`src/rtl/matrix_ops_pkg.sv`:
```
// Shared matrix ISA definitions: opcode enum, field positions, decoded command
// record, and the legality/normalisation helpers also used by the assembler model.
package matrix_ops_pkg;

  typedef enum logic [2:0] {
    MATRIX_NONE = 3'd0,
    MLOAD       = 3'd1,
    MSTORE      = 3'd2,
    MMULT       = 3'd3,
    MADD        = 3'd4,
    MSUB        = 3'd5,
    MTRANSPOSE  = 3'd6
  } matrix_op_t;

  localparam int OP_MSB     = 31;
  localparam int OP_LSB     = 29;
  localparam int DST_LSB    = 25;
  localparam int SRCA_LSB   = 21;
  localparam int SRCB_LSB   = 17;
  localparam int REG_W      = 4;
  localparam int CMD_ADDR_W = 17;

  typedef struct packed {
    matrix_op_t            op;
    logic [REG_W-1:0]      dst;
    logic [REG_W-1:0]      src_a;
    logic [REG_W-1:0]      src_b;
    logic [CMD_ADDR_W-1:0] addr;
  } matrix_cmd_t;

  function automatic logic is_legal(input logic [31:0] instr);
    logic [2:0]       op;
    logic [REG_W-1:0] dst, src_a, src_b;
    op    = instr[OP_MSB:OP_LSB];
    dst   = instr[DST_LSB  +: REG_W];
    src_a = instr[SRCA_LSB +: REG_W];
    src_b = instr[SRCB_LSB +: REG_W];
    case (op)
      MLOAD, MSTORE, MADD, MSUB, MTRANSPOSE: is_legal = 1'b1;
      // In-place multiply would overwrite an operand mid-computation.
      MMULT:   is_legal = (dst != src_a) && (dst != src_b);
      default: is_legal = 1'b0;
    endcase
  endfunction

  // Keeps only the fields an opcode actually uses; everything else reads as zero.
  function automatic matrix_cmd_t normalize(input logic [31:0] instr);
    matrix_cmd_t cmd;
    cmd = '0;
    case (instr[OP_MSB:OP_LSB])
      MLOAD: begin
        cmd.op   = MLOAD;
        cmd.dst  = instr[DST_LSB +: REG_W];
        cmd.addr = instr[CMD_ADDR_W-1:0];
      end
      MSTORE: begin
        cmd.op    = MSTORE;
        cmd.src_a = instr[SRCA_LSB +: REG_W];
        cmd.addr  = instr[CMD_ADDR_W-1:0];
      end
      MMULT, MADD, MSUB: begin
        cmd.op    = matrix_op_t'(instr[OP_MSB:OP_LSB]);
        cmd.dst   = instr[DST_LSB  +: REG_W];
        cmd.src_a = instr[SRCA_LSB +: REG_W];
        cmd.src_b = instr[SRCB_LSB +: REG_W];
      end
      MTRANSPOSE: begin
        cmd.op    = MTRANSPOSE;
        cmd.dst   = instr[DST_LSB  +: REG_W];
        cmd.src_a = instr[SRCA_LSB +: REG_W];
      end
      default: cmd = '0;
    endcase
    return cmd;
  endfunction

endpackage

```
`src/rtl/matrix_cmd_fifo.sv`:
```
// Decoded-command FIFO with a registered head so the consumer sees no RAM read path
// and the last command stays visible after the FIFO drains.
module matrix_cmd_fifo
  import matrix_ops_pkg::*;
#(
  parameter int DEPTH = 4
) (
  input  logic                     clk,
  input  logic                     rst_n,
  input  logic                     push,
  input  matrix_cmd_t              din,
  input  logic                     pop,
  input  logic                     flush,
  output matrix_cmd_t              dout,
  output logic                     full,
  output logic                     empty,
  output logic [$clog2(DEPTH):0]   level
);

  localparam int IDX_W = $clog2(DEPTH);
  localparam int LVL_W = IDX_W + 1;

  // The extra pointer MSB separates full (difference == DEPTH) from empty (== 0).
  logic [LVL_W-1:0] wr_ptr, rd_ptr, rd_next, lvl_next;
  matrix_cmd_t      mem [DEPTH];
  matrix_cmd_t      head_q;
  logic             push_ok, pop_ok;

  assign level    = wr_ptr - rd_ptr;
  assign full     = (level == LVL_W'(DEPTH));
  assign empty    = (level == '0);
  assign push_ok  = push && !full;
  assign pop_ok   = pop && !empty;
  assign rd_next  = rd_ptr + LVL_W'(pop_ok);
  assign lvl_next = level + LVL_W'(push_ok) - LVL_W'(pop_ok);
  assign dout     = head_q;

  // NOTE: storage array carries no reset; only pointers and the head register need
  // a defined value, which keeps the array mappable onto plain flops/RAM.
  always_ff @(posedge clk) begin
    if (push_ok && !flush) mem[wr_ptr[IDX_W-1:0]] <= din;
  end

  // NOTE: non-blocking assignments here so every register samples pre-edge values.
  always_ff @(posedge clk or negedge rst_n) begin
    if (!rst_n) begin
      wr_ptr <= '0;
      rd_ptr <= '0;
    end else if (flush) begin
      wr_ptr <= '0;
      rd_ptr <= '0;
    end else begin
      wr_ptr <= wr_ptr + LVL_W'(push_ok);
      rd_ptr <= rd_next;
    end
  end

  // The new head is the incoming word only when it will be the sole entry.
  always_ff @(posedge clk or negedge rst_n) begin
    if (!rst_n) begin
      head_q <= '0;
    end else if (!flush && lvl_next != '0) begin
      if (push_ok && rd_next[IDX_W-1:0] == wr_ptr[IDX_W-1:0]) head_q <= din;
      else                                                    head_q <= mem[rd_next[IDX_W-1:0]];
    end
  end

endmodule

```
`src/rtl/matrix_instr_decoder.sv`:
```
// Matrix accelerator front end: decodes ISA words, drops and counts illegal ones,
// and queues legal commands for the execution controller.
module matrix_instr_decoder
  import matrix_ops_pkg::*;
#(
  parameter int DEPTH     = 4,
  parameter int ADDR_W    = 17,
  parameter int ERR_CNT_W = 8
) (
  input  logic                   clk,
  input  logic                   rst_n,
  input  logic                   instr_valid,
  output logic                   instr_ready,
  input  logic [31:0]            instr_data,
  input  logic                   flush,
  output logic                   cmd_valid,
  input  logic                   cmd_ready,
  output logic [2:0]             cmd_op,
  output logic [3:0]             cmd_dst,
  output logic [3:0]             cmd_src_a,
  output logic [3:0]             cmd_src_b,
  output logic [ADDR_W-1:0]      cmd_addr,
  output logic                   illegal_pulse,
  output logic [ERR_CNT_W-1:0]   illegal_cnt,
  output logic [$clog2(DEPTH):0] fifo_level
);

  matrix_cmd_t dec_cmd, head;
  logic        dec_legal, accept, full, empty;

  assign dec_legal = is_legal(instr_data);
  assign dec_cmd   = normalize(instr_data);

  // Ready depends only on FIFO state; illegal words are accepted too so the host never stalls.
  assign instr_ready = !full;
  assign accept      = instr_valid && instr_ready;

  matrix_cmd_fifo #(.DEPTH(DEPTH)) u_fifo (
    .clk   (clk),
    .rst_n (rst_n),
    .push  (accept && dec_legal),
    .din   (dec_cmd),
    .pop   (cmd_valid && cmd_ready),
    .flush (flush),
    .dout  (head),
    .full  (full),
    .empty (empty),
    .level (fifo_level)
  );

  assign cmd_valid = !empty;
  assign cmd_op    = head.op;
  assign cmd_dst   = head.dst;
  assign cmd_src_a = head.src_a;
  assign cmd_src_b = head.src_b;
  // Instruction words carry a 17-bit address; narrower configurations keep the low bits.
  assign cmd_addr  = head.addr[ADDR_W-1:0];

  // Counting continues through flush; only reset clears the counter.
  always_ff @(posedge clk or negedge rst_n) begin
    if (!rst_n) begin
      illegal_pulse <= 1'b0;
      illegal_cnt   <= '0;
    end else begin
      illegal_pulse <= accept && !dec_legal;
      if (accept && !dec_legal && illegal_cnt != '1)
        illegal_cnt <= illegal_cnt + 1'b1;
    end
  end

endmodule

```
`config.mk`:
```
export PLATFORM = sky130hd
export DESIGN_NAME = matrix_instr_decoder
export DESIGN_NICKNAME = d
export VERILOG_FILES = /design/src/rtl/matrix_ops_pkg.sv /design/src/rtl/matrix_cmd_fifo.sv /design/src/rtl/matrix_instr_decoder.sv
export SDC_FILE = /design/constraint.sdc
export NUM_CORES = 1
export LEC_CHECK = 0
export ABC_AREA = 1
export BUFFER_PORTS_ARGS = -buffer_cell sky130_fd_sc_hd__buf_2
export CAP_MARGIN = 10
export CELL_PAD_IN_SITES_DETAIL_PLACEMENT = 0
export CELL_PAD_IN_SITES_GLOBAL_PLACEMENT = 1
export CORE_MARGIN = 10
export CORE_UTILIZATION = 43
export CTS_BUF_LIST = sky130_fd_sc_hd__clkbuf_2
export DETAILED_ROUTE_END_ITERATION = 12
export PLACE_DENSITY = 0.77
export SLEW_MARGIN = 20
export SYNTH_ARGS = -nofsm -noshare
export SYNTH_HDL_FRONTEND = slang
export SYNTH_SLANG_ARGS = --single-unit
```
`constraint.sdc`:
```
create_clock -name clk -period 4.2 [get_ports clk]
set_clock_uncertainty 0.2 [all_clocks]
set_input_delay 0.63 -clock clk [delete_from_list [all_inputs] [get_ports clk]]
set_output_delay 0.63 -clock clk [all_outputs]
set_load 0.02 [all_outputs]
```
==> run metrics, run 1 <==
met2 GRT Util=25.3%; register area=~5000 um^2; H-tree level count=4; worst path arrival time=4330 ps; Final Critical Period=just under 4000 ps; Num CTS Buffers=17; Die H=between 150 and 200 um; clock sinks=~180; critical-path maximum fanout=32; Final HPWL DP=roughly 12 mm; Die Wd=156 um; Starting Density=around 44%; final design utilization=between 40% and 50%; sequential fraction of the synthesis area=63.3%; Post-Route WL=19.2 mm; CP max-delay cell=fa_1; Layout area overhead=11.5%; crit end category=flop; CP Cell Sequence=inv_1 -> ha_1 -> fa_1 -> nand3_1 -> and2_1 -> ha_1 -> inv_1 -> ha_1 -> fa_1 -> inv_1 -> nand3_1 -> nand2_1 -> nor2_2 -> nor2_4 -> buf_4 -> nand3_1 -> nand2_1; synthesized area=roughly 7900 um^2; Most Crowded Layer GR=met2; Mapped Cells=782; commonest non-fill, non-tap cell in the layout=nand2_1; pin count of the biggest net entering global routing=57; Cell Pwr Density=724 nW/um^2; Buffers on Ports=82; first-pass GRT wire length=between 30 and 40 mm; routing usage on met1=21.9%; gr usage total=~16%; Crit path required time=approximately 4700 ps; routability cong.=between 0.8 and 0.9; Longest Clk Path Bufs=2; CP delay by family, top=adder cells; register bit count reported by yosys=approximately 180; vias in the first global route=roughly 5700; HP Class=in2reg; finished layout cell area=just under 9000 um^2; nets=around 910; Final Setup Violations=0; WP buf/inv=4; Ys Warns=0; Fill cells=1729; Netlist cell types=35; Inst Count DP=1068; final hold vios=0; Synthesized Nets=approximately 830; gr ovfl total=0; Setup crit start kind=flop; slew at the pin closest to its max-slew limit=slightly above 900 ps; CTS tree=yes; IO Pins=83; Final Max Slew Viols=0; GR Util met3=4.00%; post-CTS setup buffers=0; RSZ-0062 raised after global routing=false; drt first pass iters=4; routed via count=5628; Clock Latency Late Sink=a little under 700 ps; Initial DRC Count=between 300 and 400; multi-input logic area=between 2000 and 2500 um^2; Antenna Nets Post-Route=0; VDD IR-drop max=about 0.56 mV; # Max-Cap Violations=0; DP Area=~8600 um^2; most frequent cells in the layout=251 x nand2_1, 128 x edfxtp_1, 82 x buf_2; Pleak=4.02 nW; Root Driver=clkbuf_2; post-route setup TNS=0 ps; share of layout cells above drive strength 1=between 15 and 20%; core footprint=18000 um^2; Avg Synthesized Cell Area=10.1 um^2; Relative slew margins=~38%; Final Instance Count excl. Fillers=~1100; initial antenna violation count=1; CP Class=reg2reg; drt drc=0; fin crit share=about 90%; fmax=around 260 MHz; Site Rows=49; Worst-path clk slew=between 200 and 250 ps; Die Area=~24000 um^2; WL/cell=~17 um; drt via density=approximately 5; status=completed; slowest cell delay on critical path=620 ps
## repair_timing
item	in CTS	in global routing
endpoints found under the hold margin	39	1
resized for setup	0	2
hold buffers	2	1
setup endpoints to repair	0	13
## cell families (layout without fill, tap and decap cells)
family | after synthesis | in the layout | synth area share, %
AND/OR/NAND/NOR | 382 | 382 | 20.5
flip-flops | 175 | 175 | 63.3
buffers and inverters | 126 | 218 | 6.75
AO/OA/AOI/OAI | 82 | 82 | 6.96
adder cells (fa/ha/maj) | 10 | 10 | 1.77
XOR/XNOR | 7 | 7 | 0.773
other | 0 | 1 | 0
## Yosys cell counts (all sizes together)
| master | instances | area [um^2] |
|---|---|---|
| a21oi | 26 | 145 |
| a32o | 23 | 230 |
| and2 | 1 | 6.26 |
| buf | 20 | 136 |
| clkbuf | 22 | 83.8 |
| clkinv | 1 | 3.75 |
| dfrtp | 47 | 1180 |
| edfxtp | 128 | 3840 |
| fa | 2 | 40.0 |
| ha | 8 | 100 |
| inv | 83 | 312 |
| nand2 | 253 | 955 |
| nand3 | 43 | 220 |
| nand3b | 1 | 7.51 |
| nand4 | 34 | 219 |
| nor2 | 42 | 170 |
| nor3 | 8 | 45.0 |
| o21ai | 24 | 120 |
| o22ai | 9 | 56.3 |
| xnor2 | 2 | 17.5 |
| xor2 | 5 | 43.8 |
## sequential cells by signal, summed over array words and instances (netlist names)
signal	count
u_fifo.rd_ptr	3
u_fifo.wr_ptr	3
u_fifo.mem	128
illegal_pulse	1
u_fifo.dout	32
illegal_cnt	8
## final timing paths
kind	startpoint	end	slack, ps	cells after the start
max in group asynchronous	rst_n	u_fifo.rd_ptr[1]$_DFF_PN0_	2680	3
min in group asynchronous	rst_n	u_fifo.dout[29]$_DFFE_PN0P_	360	2
worst max register to register	u_fifo.wr_ptr[0]$_DFF_PN0_	u_fifo.dout[30]$_DFFE_PN0P_	320	17
worst max-delay path	u_fifo.wr_ptr[0]$_DFF_PN0_	u_fifo.dout[30]$_DFFE_PN0P_	320	17
worst min-delay path	instr_data[2]	u_fifo.mem[0][2]$_DFFE_PP_	70	3
worst min register to register	u_fifo.dout[3]$_DFFE_PN0P_	u_fifo.dout[3]$_DFFE_PN0P_	310	2
## where the power goes
part           internal [mW]  switching [mW]  total [mW]
Sequential              2.13           0.152        2.28
Clock                  0.208           0.538       0.746
Combinational           1.11            2.27        3.38
Total                   3.44            2.96        6.41
## per-stage QoR
step | setup slack [ps] | hold WS (ps) | total power [mW]
2_1_floorplan | -669 | 134 | 4.80
3_3_place_gp | 389 | 260 | 5.70
3_5_place_dp | 330 | 262 | 5.72
4_1_cts | 278 | 4.72 | 6.47
5_1_grt | 41.9 | 3.23 | 6.99
6_report | 317 | 72.4 | 6.41
## layout make-up
cell class              instances  share of cell area [%]
diodes                          1                  0.0283
clock buffers                  19                    1.08
clock inverters                13                    1.10
inverters                      84                    3.59
multi-input cells             481                    27.2
flip-flops and latches        175                    56.8
well taps                     229                    3.24
repair buffers                102                    6.99
## tightest hold or removal path, delay by kind of cell
| kind | cells | cell delay [ps] |
|---|---|---|
| simple gates | 1 | 60 |
| buf+inv | 2 | 160 |
## layer usage
| layer | wire length (um) | part of all wire, % |
|---|---|---|
| met5 | 0 | 0 |
| met4 | 171 | 0.89 |
| met3 | 984 | 5.1 |
| met2 | 9010 | 47 |
| met1 | 9000 | 47 |
No activity file was read; power rests on OpenSTA's default activity.
==> run 2, diff against run 1 <==
CORE_MARGIN = unset   (was 10)
CORE_UTILIZATION = 30   (was 43)
PLACE_DENSITY = 0.57   (was 0.77)
==> run 2 against run 1 <==
Compared with the run above: sequential power is essentially flat; register-to-register slack gained 40 ps; first-iteration DRC count grew 3.3%; combinational power grew 4%.
==> run metrics, run 2 (synthesis results as in run 1) <==
status=completed; Initial DRC Count=about 350; Pleak=between 4 and 5 nW; slowest cell delay on critical path=610 ps; total chip power=roughly 6.7 mW; post-cts sizing count=0; Post-Route WL=between 20 and 25 mm; Clock Latency Late Sink=between 700 and 800 ps; share of layout cells above drive strength 1=between 10% and 20%; Worst Slack Setup Final=roughly 360 ps; Root Driver=clkbuf_2; post-route setup TNS=0 ps; core footprint=26000 um^2; Final Critical Period=3840 ps; Buffers on Ports=82; Largest register FFs=about 130; slew at the pin closest to its max-slew limit=899 ps; Min Hold Slack=between 70 and 80 ps; routability cong.=about 0.75; Setup crit start kind=flop; CTS tree=yes; gr ovfl total=0; CP Class=reg2reg; Inst Count DP=between 1000 and 1500; VDD IR-drop max=around 0.63 mV; final hold vios=0; drt drc=0; CP max-delay cell=fa_1; Die Wd=approximately 160 um; Longest Clk Path Bufs=2; Die H=between 150 and 200 um; critical-path maximum fanout=22; Setup WS pre-CTS=slightly above 400 ps; RSZ-0062 raised after global routing=false; crit end category=flop; Cell Pwr Density=approximately 730 nW/um^2; commonest non-fill, non-tap cell in the layout=nand2_1; Relative slew margins=around two fifths; pin count of the biggest net entering global routing=66; CP Cell Sequence=inv_1 -> ha_1 -> fa_1 -> nand3_1 -> and2_1 -> ha_1 -> inv_1 -> ha_1 -> fa_1 -> inv_1 -> nand3_1 -> nand2_1 -> nor2_2 -> nor2_4 -> buf_4 -> nand3_1 -> nand2_1; Crit path required time=4690 ps; most frequent cells in the layout=251 x nand2_1, 128 x edfxtp_1, 82 x buf_2; Num CTS Buffers=17; fmax=roughly 260 MHz; HP Class=in2reg; WL/cell=around 17 um; Layout area overhead=15.7%; nets=just over 900; drt via density=roughly 4.7; vias in the first global route=~5600; worst path arrival time=around 4300 ps; Final Max Slew Viols=0; Site Rows=slightly below 60; DP Area=between 8000 and 9000 um^2; Starting Density=~31%; first-pass GRT wire length=32.2 mm; clock sinks=175; Final HPWL DP=about 13 mm; Die Area=between 20000 and 30000 um^2; # Max-Cap Violations=0; finished layout cell area=9180 um^2; routed via count=between 5000 and 6000; fin crit share=91.5%; initial antenna violation count=1; Final Instance Count excl. Fillers=about 1200; Worst-path clk slew=270 ps; gr usage total=about 16%; H-tree level count=4; IO Pins=83; Final Setup Violations=0; drt first pass iters=4; Antenna Nets Post-Route=0; final design utilization=a little over a third
## run 2: what timing repair did
action | in CTS | in global routing
setup endpoints to repair | 0 | 0
hold endpoints to repair | 82 | 4
hold buffers | 14 | 1
setup buffers | 0 | 0
## run 2: area by class of cell
| class | count | area, um^2 |
|---|---|---|
| fillers | 2727 | 16800 |
| diodes | 1 | 2.50 |
| clock buffers | 18 | 90.1 |
| clock inverters | 13 | 138 |
| repair buffers | 117 | 786 |
| inverters | 84 | 315 |
| flip-flops and latches | 175 | 5020 |
| well taps | 335 | 419 |
| multi-input cells | 481 | 2400 |
## run 2: report_power, final
group	leakage [nW]	internal [mW]	total (mW)	switching (mW)
combinational	2.20	1.17	3.53	2.36
clock	0.139	0.275	0.860	0.584
sequential	1.78	2.13	2.26	0.138
## run 2: path summary, 6_finish.rpt
kind	startpoint	to	slack, ps	cells past startpoint
worst max-delay path	u_fifo.wr_ptr[0]$_DFF_PN0_	u_fifo.dout[31]$_DFFE_PN0P_	360	17
max in group asynchronous	rst_n	u_fifo.dout[24]$_DFFE_PN0P_	2800	3
worst max register to register	u_fifo.wr_ptr[0]$_DFF_PN0_	u_fifo.dout[31]$_DFFE_PN0P_	360	17
worst min register to register	u_fifo.dout[23]$_DFFE_PN0P_	u_fifo.dout[23]$_DFFE_PN0P_	310	2
min in group asynchronous	rst_n	u_fifo.dout[8]$_DFFE_PN0P_	180	2
worst min-delay path	instr_data[19]	u_fifo.mem[2][19]$_DFFE_PP_	70	3
## run 2: critical path: cells and delay by family (launching register included)
| kind | cells | cell delay [ps] |
|---|---|---|
| simple gates | 8 | 850 |
| fa+ha+maj | 5 | 1640 |
| buf+inv | 4 | 580 |
| flops | 1 | 520 |
## run 2: routing by layer
layer	vias to the layer above	track usage [%]	wire (um)	part of all wire [%]
li1	2836	-	-	-
met1	2763	22.9	10200	50
met2	116	24.4	9010	45
met3	15	2.89	759	3.8
met4	0	4.80	275	1.4
met5	-	0	0	0
